$ cat config.mk
export PLATFORM = sky130hd
export DESIGN_NAME = pc_fetch
export DESIGN_NICKNAME = d
export VERILOG_FILES = /design/src/rtl/pc_fetch.sv
export SDC_FILE = /design/constraint.sdc
export NUM_CORES = 1
export LEC_CHECK = 0
export BUFFER_PORTS_ARGS = -buffer_cell sky130_fd_sc_hd__buf_2
export CORE_MARGIN = 5
export CORE_UTILIZATION = 47
export CTS_BUF_LIST = sky130_fd_sc_hd__clkbuf_8
export DETAILED_ROUTE_END_ITERATION = 16
export HOLD_SLACK_MARGIN = 0.12
export PLACE_DENSITY = 0.82
export SLEW_MARGIN = 20
export SYNTH_ARGS = -nofsm -noshare
export SYNTH_HDL_FRONTEND = slang
export SYNTH_SLANG_ARGS = --single-unit
$ cat constraint.sdc
create_clock -name clk -period 2.4 [get_ports clk]
set_input_delay 0.48 -clock clk [delete_from_list [all_inputs] [get_ports clk]]
set_output_delay 0.48 -clock clk [all_outputs]
set_load 0.01 [all_outputs]
$ cat src/rtl/pc_fetch.sv
// pc_fetch: MIPS front end; owns the PC and fetches one instruction per pass over a valid/ready memory handshake.
// Latency: 4 cycles per instruction minimum (IF, IW, DH, WP), with each extra cycle of handshake wait adding to that.
// Backpressure: each stage holds its state and outputs until its partner handshakes. A misaligned taken target halts the block until rst.
// Optional build macro FETCH_PERF_CNT_EN adds a completed-fetch counter. Without it, fetch_count is tied to zero.
module pc_fetch #(
    parameter logic [31:0] RESET_PC = 32'h0000_0000
) (
    input  logic        clk,
    input  logic        rst,
    output logic        Inst_Req_Valid,
    input  logic        Inst_Req_Ack,
    output logic [31:0] PC,
    input  logic        Inst_Valid,
    output logic        Inst_Ready,
    input  logic [31:0] Instruction,
    output logic [31:0] instr,
    output logic        instr_valid,
    input  logic        instr_ready,
    output logic [31:0] pc_next,
    input  logic        pc_update_valid,
    input  logic        pc_taken,
    input  logic [31:0] pc_target,
    output logic        fetch_err,
    output logic [31:0] fetch_count
);

    typedef enum logic [2:0] {
        ST_INIT = 3'd0,
        ST_IF   = 3'd1,
        ST_IW   = 3'd2,
        ST_DH   = 3'd3,
        ST_WP   = 3'd4,
        ST_HALT = 3'd5
    } state_t;

    state_t      state_q, state_d;
    logic [31:0] pc_q, pc_d;
    logic [31:0] instr_q, instr_d;
    logic        err_q, err_d;

    // The sequential successor address is always visible, so decode sees it stable for the whole pass.
    assign pc_next     = pc_q + 32'd4;
    assign PC          = pc_q;
    assign instr       = instr_q;
    assign fetch_err   = err_q;

    // State and datapath registers; reset abandons any handshake in flight.
    always_ff @(posedge clk or posedge rst) begin
        if (rst) begin
            state_q <= ST_INIT;
            pc_q    <= RESET_PC;
            instr_q <= 32'h0;
            err_q   <= 1'b0;
        end else begin
            state_q <= state_d;
            pc_q    <= pc_d;
            instr_q <= instr_d;
            err_q   <= err_d;
        end
    end

    // Next-state logic plus Moore handshake outputs. Each partner input is honoured only in its own state.
    always_comb begin
        state_d        = state_q;
        pc_d           = pc_q;
        instr_d        = instr_q;
        err_d          = err_q;
        Inst_Req_Valid = 1'b0;
        Inst_Ready     = 1'b0;
        instr_valid    = 1'b0;
        case (state_q)
            ST_INIT: state_d = ST_IF;
            ST_IF: begin
                Inst_Req_Valid = 1'b1;
                // A word that arrives together with the ack is dropped. Memory must present it again in IW.
                if (Inst_Req_Ack) state_d = ST_IW;
            end
            ST_IW: begin
                Inst_Ready = 1'b1;
                if (Inst_Valid) begin
                    instr_d = Instruction;
                    state_d = ST_DH;
                end
            end
            ST_DH: begin
                instr_valid = 1'b1;
                if (instr_ready) state_d = ST_WP;
            end
            ST_WP: begin
                if (pc_update_valid) begin
                    if (pc_taken && (pc_target[1:0] != 2'b00)) begin
                        err_d   = 1'b1;
                        state_d = ST_HALT;
                    end else begin
                        pc_d    = pc_taken ? pc_target : pc_next;
                        state_d = ST_IF;
                    end
                end
            end
            ST_HALT: state_d = ST_HALT;
            default: state_d = ST_INIT;
        endcase
    end

`ifdef FETCH_PERF_CNT_EN
    logic [31:0] count_q, count_d;

    // Count each captured instruction word; the counter wraps naturally at 2^32.
    always_comb begin
        count_d = count_q;
        if ((state_q == ST_IW) && Inst_Valid) count_d = count_q + 32'd1;
    end

    // Counter register, cleared only by reset.
    always_ff @(posedge clk or posedge rst) begin
        if (rst) count_q <= 32'h0;
        else     count_q <= count_d;
    end

    assign fetch_count = count_q;
`else
    assign fetch_count = 32'h0;
`endif

endmodule

==> results.json <==
{
  "relSlewSlack": 0.564,
  "dp_hpwl_mm": 8.67,
  "postLayoutCoreUtil": 0.661,
  "max_freq_ghz": 0.417,
  "cts_hold_buf": 0,
  "num_rows": 33,
  "setup_violations": 0,
  "synthMuxAreaShare": 0.0966,
  "synth_fa_ha_area_frac": 0.00317,
  "cp-start-kind": "flop",
  "die_area_mm2": 0.0103,
  "setup_slack_ns": 0.00225,
  "reg2reg_slack_ns": 0.38,
  "drc": 0,
  "yosysTopAreaCell": "dfrtp_1",
  "cp.required_ns": 1.92,
  "crit_family": "simple AND/OR/NAND/NOR gates",
  "p_leak_nw": 2.77,
  "synthesis.area_mm2": 0.00395,
  "reg2reg_depth": 7,
  "finalMaxSlewViolations": 0,
  "worstSetupEndpoint": "pc_next[27]",
  "yosys_warnings": 0,
  "placed_area_mm2": 0.00489,
  "arrival_ns": 1.92,
  "fillers": 699,
  "clk_pin_slew_ns": 0.08,
  "tightest_slew_ns": 0.653,
  "synth_xor_area_frac": 0.0621,
  "hold_path_class": "in -> async",
  "crit_slowest_cell": "dfrtp_1",
  "hold_viol": 0,
  "startpoint": "PC[5]$_DFFE_PP0P_",
  "yosys-top-cells-area": "dfrtp_1 (43%), mux2_2 (9.4%), buf_4 (6.7%)",
  "grt_usage": 0.215,
  "synth_top_family_by_area": "simple AND/OR/NAND/NOR gates",
  "wire_per_inst_um": 16.5,
  "viasPerCell": 5.27,
  "critPathKind": "reg -> out",
  "drive_above_1_share": 0.515,
  "crit-reg2reg-capture": "PC[24]$_DFFE_PP0P_",
  "synthArstFlopShare": 1.00,
  "cellPowerDensity_mw_per_mm2": 1000,
  "crit_chain": "nand3_4, nor4_4, buf_6, and2_4, nand2_2, xnor2_2, buf_2",
  "synth_top_area_share": 0.431,
  "p_total_mw": 5.45,
  "diodes": 0,
  "antenna_found_initial": 0,
  "regArea_mm2": 0.00171,
  "coreArea_mm2": 0.00822,
  "synth_compound_area_frac": 0.127,
  "min_period_ns": 2.40,
  "synthDistinctLibCells": 45,
  "multi_input_comb_area_mm2": 0.00211,
  "fp.dieH_um": 102,
  "numCtsBuffers": 9,
  "outcome": "complete, no violations",
  "synthSimpleGateAreaFrac": 0.178,
  "r2r-start": "state_q[1]$_DFFE_PP0P_",
  "ys_seq_elements": 68,
  "drt_first_pass_iters": 4,
  "syn_inst": 396,
  "dieWidth_um": 102,
  "clk_latency_ns": 0.33,
  "tritoncts": "done",
  "grt_pass1_vias": 3624,
  "grt_pass1_wl_mm": 17.6,
  "ios": 203,
  "min_period_over_period": 0.999,
  "peakVddDrop_uv": 441,
  "initial_utilization": 0.481,
  "end_kind": "output port",
  "htreeDepth": 3,
  "critical_path_depth": 7,
  "rsz0062_at_grt": "true",
  "cts-root-buf": "clkbuf_8",
  "synthToLayoutAreaGrowth_pct": 37.6,
  "drt_wl_total_mm": 11.7,
  "gr-total-overflow": 0,
  "final_area_mm2": 0.00543,
  "numClockSinks": 68,
  "gp_congestion": 0.881,
  "dp_slack_ns": 0.116,
  "ant_nets": 0,
  "portBuffers": 170,
  "cp_slowest_stage_delay_ns": 0.43,
  "clock_path_buffers": 2,
  "synth-main-ff-cell": "dfrtp_1",
  "cap_violations": 0,
  "critPathBufInv": 2,
  "vias": 3735,
  "syn_avg_cell_area_um2": 9.97,
  "synth-seq-area-share": 0.431,
  "drt_iter0_drc": 186,
  "synth-edff-count": 0,
  "fin_nets": 671,
  "critPathMaxFanout": 5,
  "clock_skew_ns": 0.0138,
  "grt_max_degree": 37
}
## logic make-up after synthesis
kind of cell | Yosys count
xor+xnor | 28
compound gates | 74
mux | 34
buf+inv | 65
flops | 68
simple gates | 125
other cells | 1
fa+ha+maj | 1
## power breakdown
part,leakage [nW],internal [mW],switching (mW)
registers,0.828,1.62,0.364
logic,1.84,1.25,1.30
clock network,0.100,0.476,0.430
total,2.77,3.35,2.10
## how the worst min path moves through the flow
stage                                  to                  start
floorplan           fetch_err$_DFFE_PP0P_  fetch_err$_DFFE_PP0P_
global route        instr[29]$_DFFE_PP0P_                    rst
global placement    fetch_err$_DFFE_PP0P_  fetch_err$_DFFE_PP0P_
finish              instr[13]$_DFFE_PP0P_                    rst
detailed placement  fetch_err$_DFFE_PP0P_  fetch_err$_DFFE_PP0P_
CTS                  instr[1]$_DFFE_PP0P_                    rst
## metrics by stage
step | instances | hold slack [ns] | setup TNS, ns
finish | 709 | 0.243 | 0
global route | 709 | 0.309 | -1.41
CTS | 703 | 0.244 | -0.0338
detailed placement | 669 | 0.439 | 0
global placement | 669 | 0.439 | 0
floorplan | 427 | 0.493 | 0
## cells in the final DEF, fill, tap and decap left out, types with 6 or more instances in the layout
cell type / count
xnor2_1: 15
and3_1: 12
buf_4: 43
xnor2_2: 7
nor3_1: 14
conb_1: 32
o21ai_0: 23
buf_2: 170
a21oi_1: 12
mux2_2: 33
nand3_1: 12
xor2_1: 6
clkbuf_8: 9
o311ai_1: 7
a221o_1: 12
dfrtp_2: 6
nand3_2: 6
a31oi_1: 6
nand2_1: 24
nor2_1: 12
inv_1: 6
dfrtp_1: 62
## Yosys cell counts (2+ instances only)
library cell	instances
xnor2_1	22
and3_1	14
nand4_1	5
nor2_1	12
xor2_1	6
a21o_1	5
nand2_1	31
buf_4	35
and4_1	2
a221o_1	12
clkbuf_1	10
nand3_2	3
nor3_1	15
or3b_2	2
nor2b_1	3
o211ai_1	2
nor3b_1	3
a21oi_1	12
mux2_2	33
a22oi_1	2
dfrtp_1	68
nor4_4	2
buf_2	13
o311ai_1	7
nand3b_1	2
or3_1	3
inv_1	6
and2_1	6
a31oi_1	6
nand3_1	17
o21ai_0	23
## layer usage
layer | global-route usage | vias to the layer above | wire length (um)
met3 | 0.0358 | 10 | 939
met5 | 0 | - | 0
met1 | 0.285 | 1778 | 4910
li1 | - | 1767 | -
met2 | 0.356 | 180 | 5750
met4 | 0.0746 | 0 | 108
## timing repair
action / 4_1_cts / 5_1_grt
gates cloned: 1 / 0
pin swaps: 5 / 9
gates resized for setup: 16 / 28
setup endpoints to repair: 18 / 19
buffers inserted: 17 / 6
## sequential cells by signal (all words and copies together) (netlist names)
| signal | cells |
|---|---|
| instr | 32 |
| fetch_err | 1 |
| PC | 32 |
| state_q | 3 |
## area by class of cell
type / count / area share
flip-flops and latches: 68 / 0.315
multi-input cells: 294 / 0.388
inverters: 6 / 0.00414
repair buffers: 220 / 0.234
clock inverters: 7 / 0.0127
clock buffers: 9 / 0.0228
well taps: 105 / 0.0242
(Power assumes the default switching activity.)
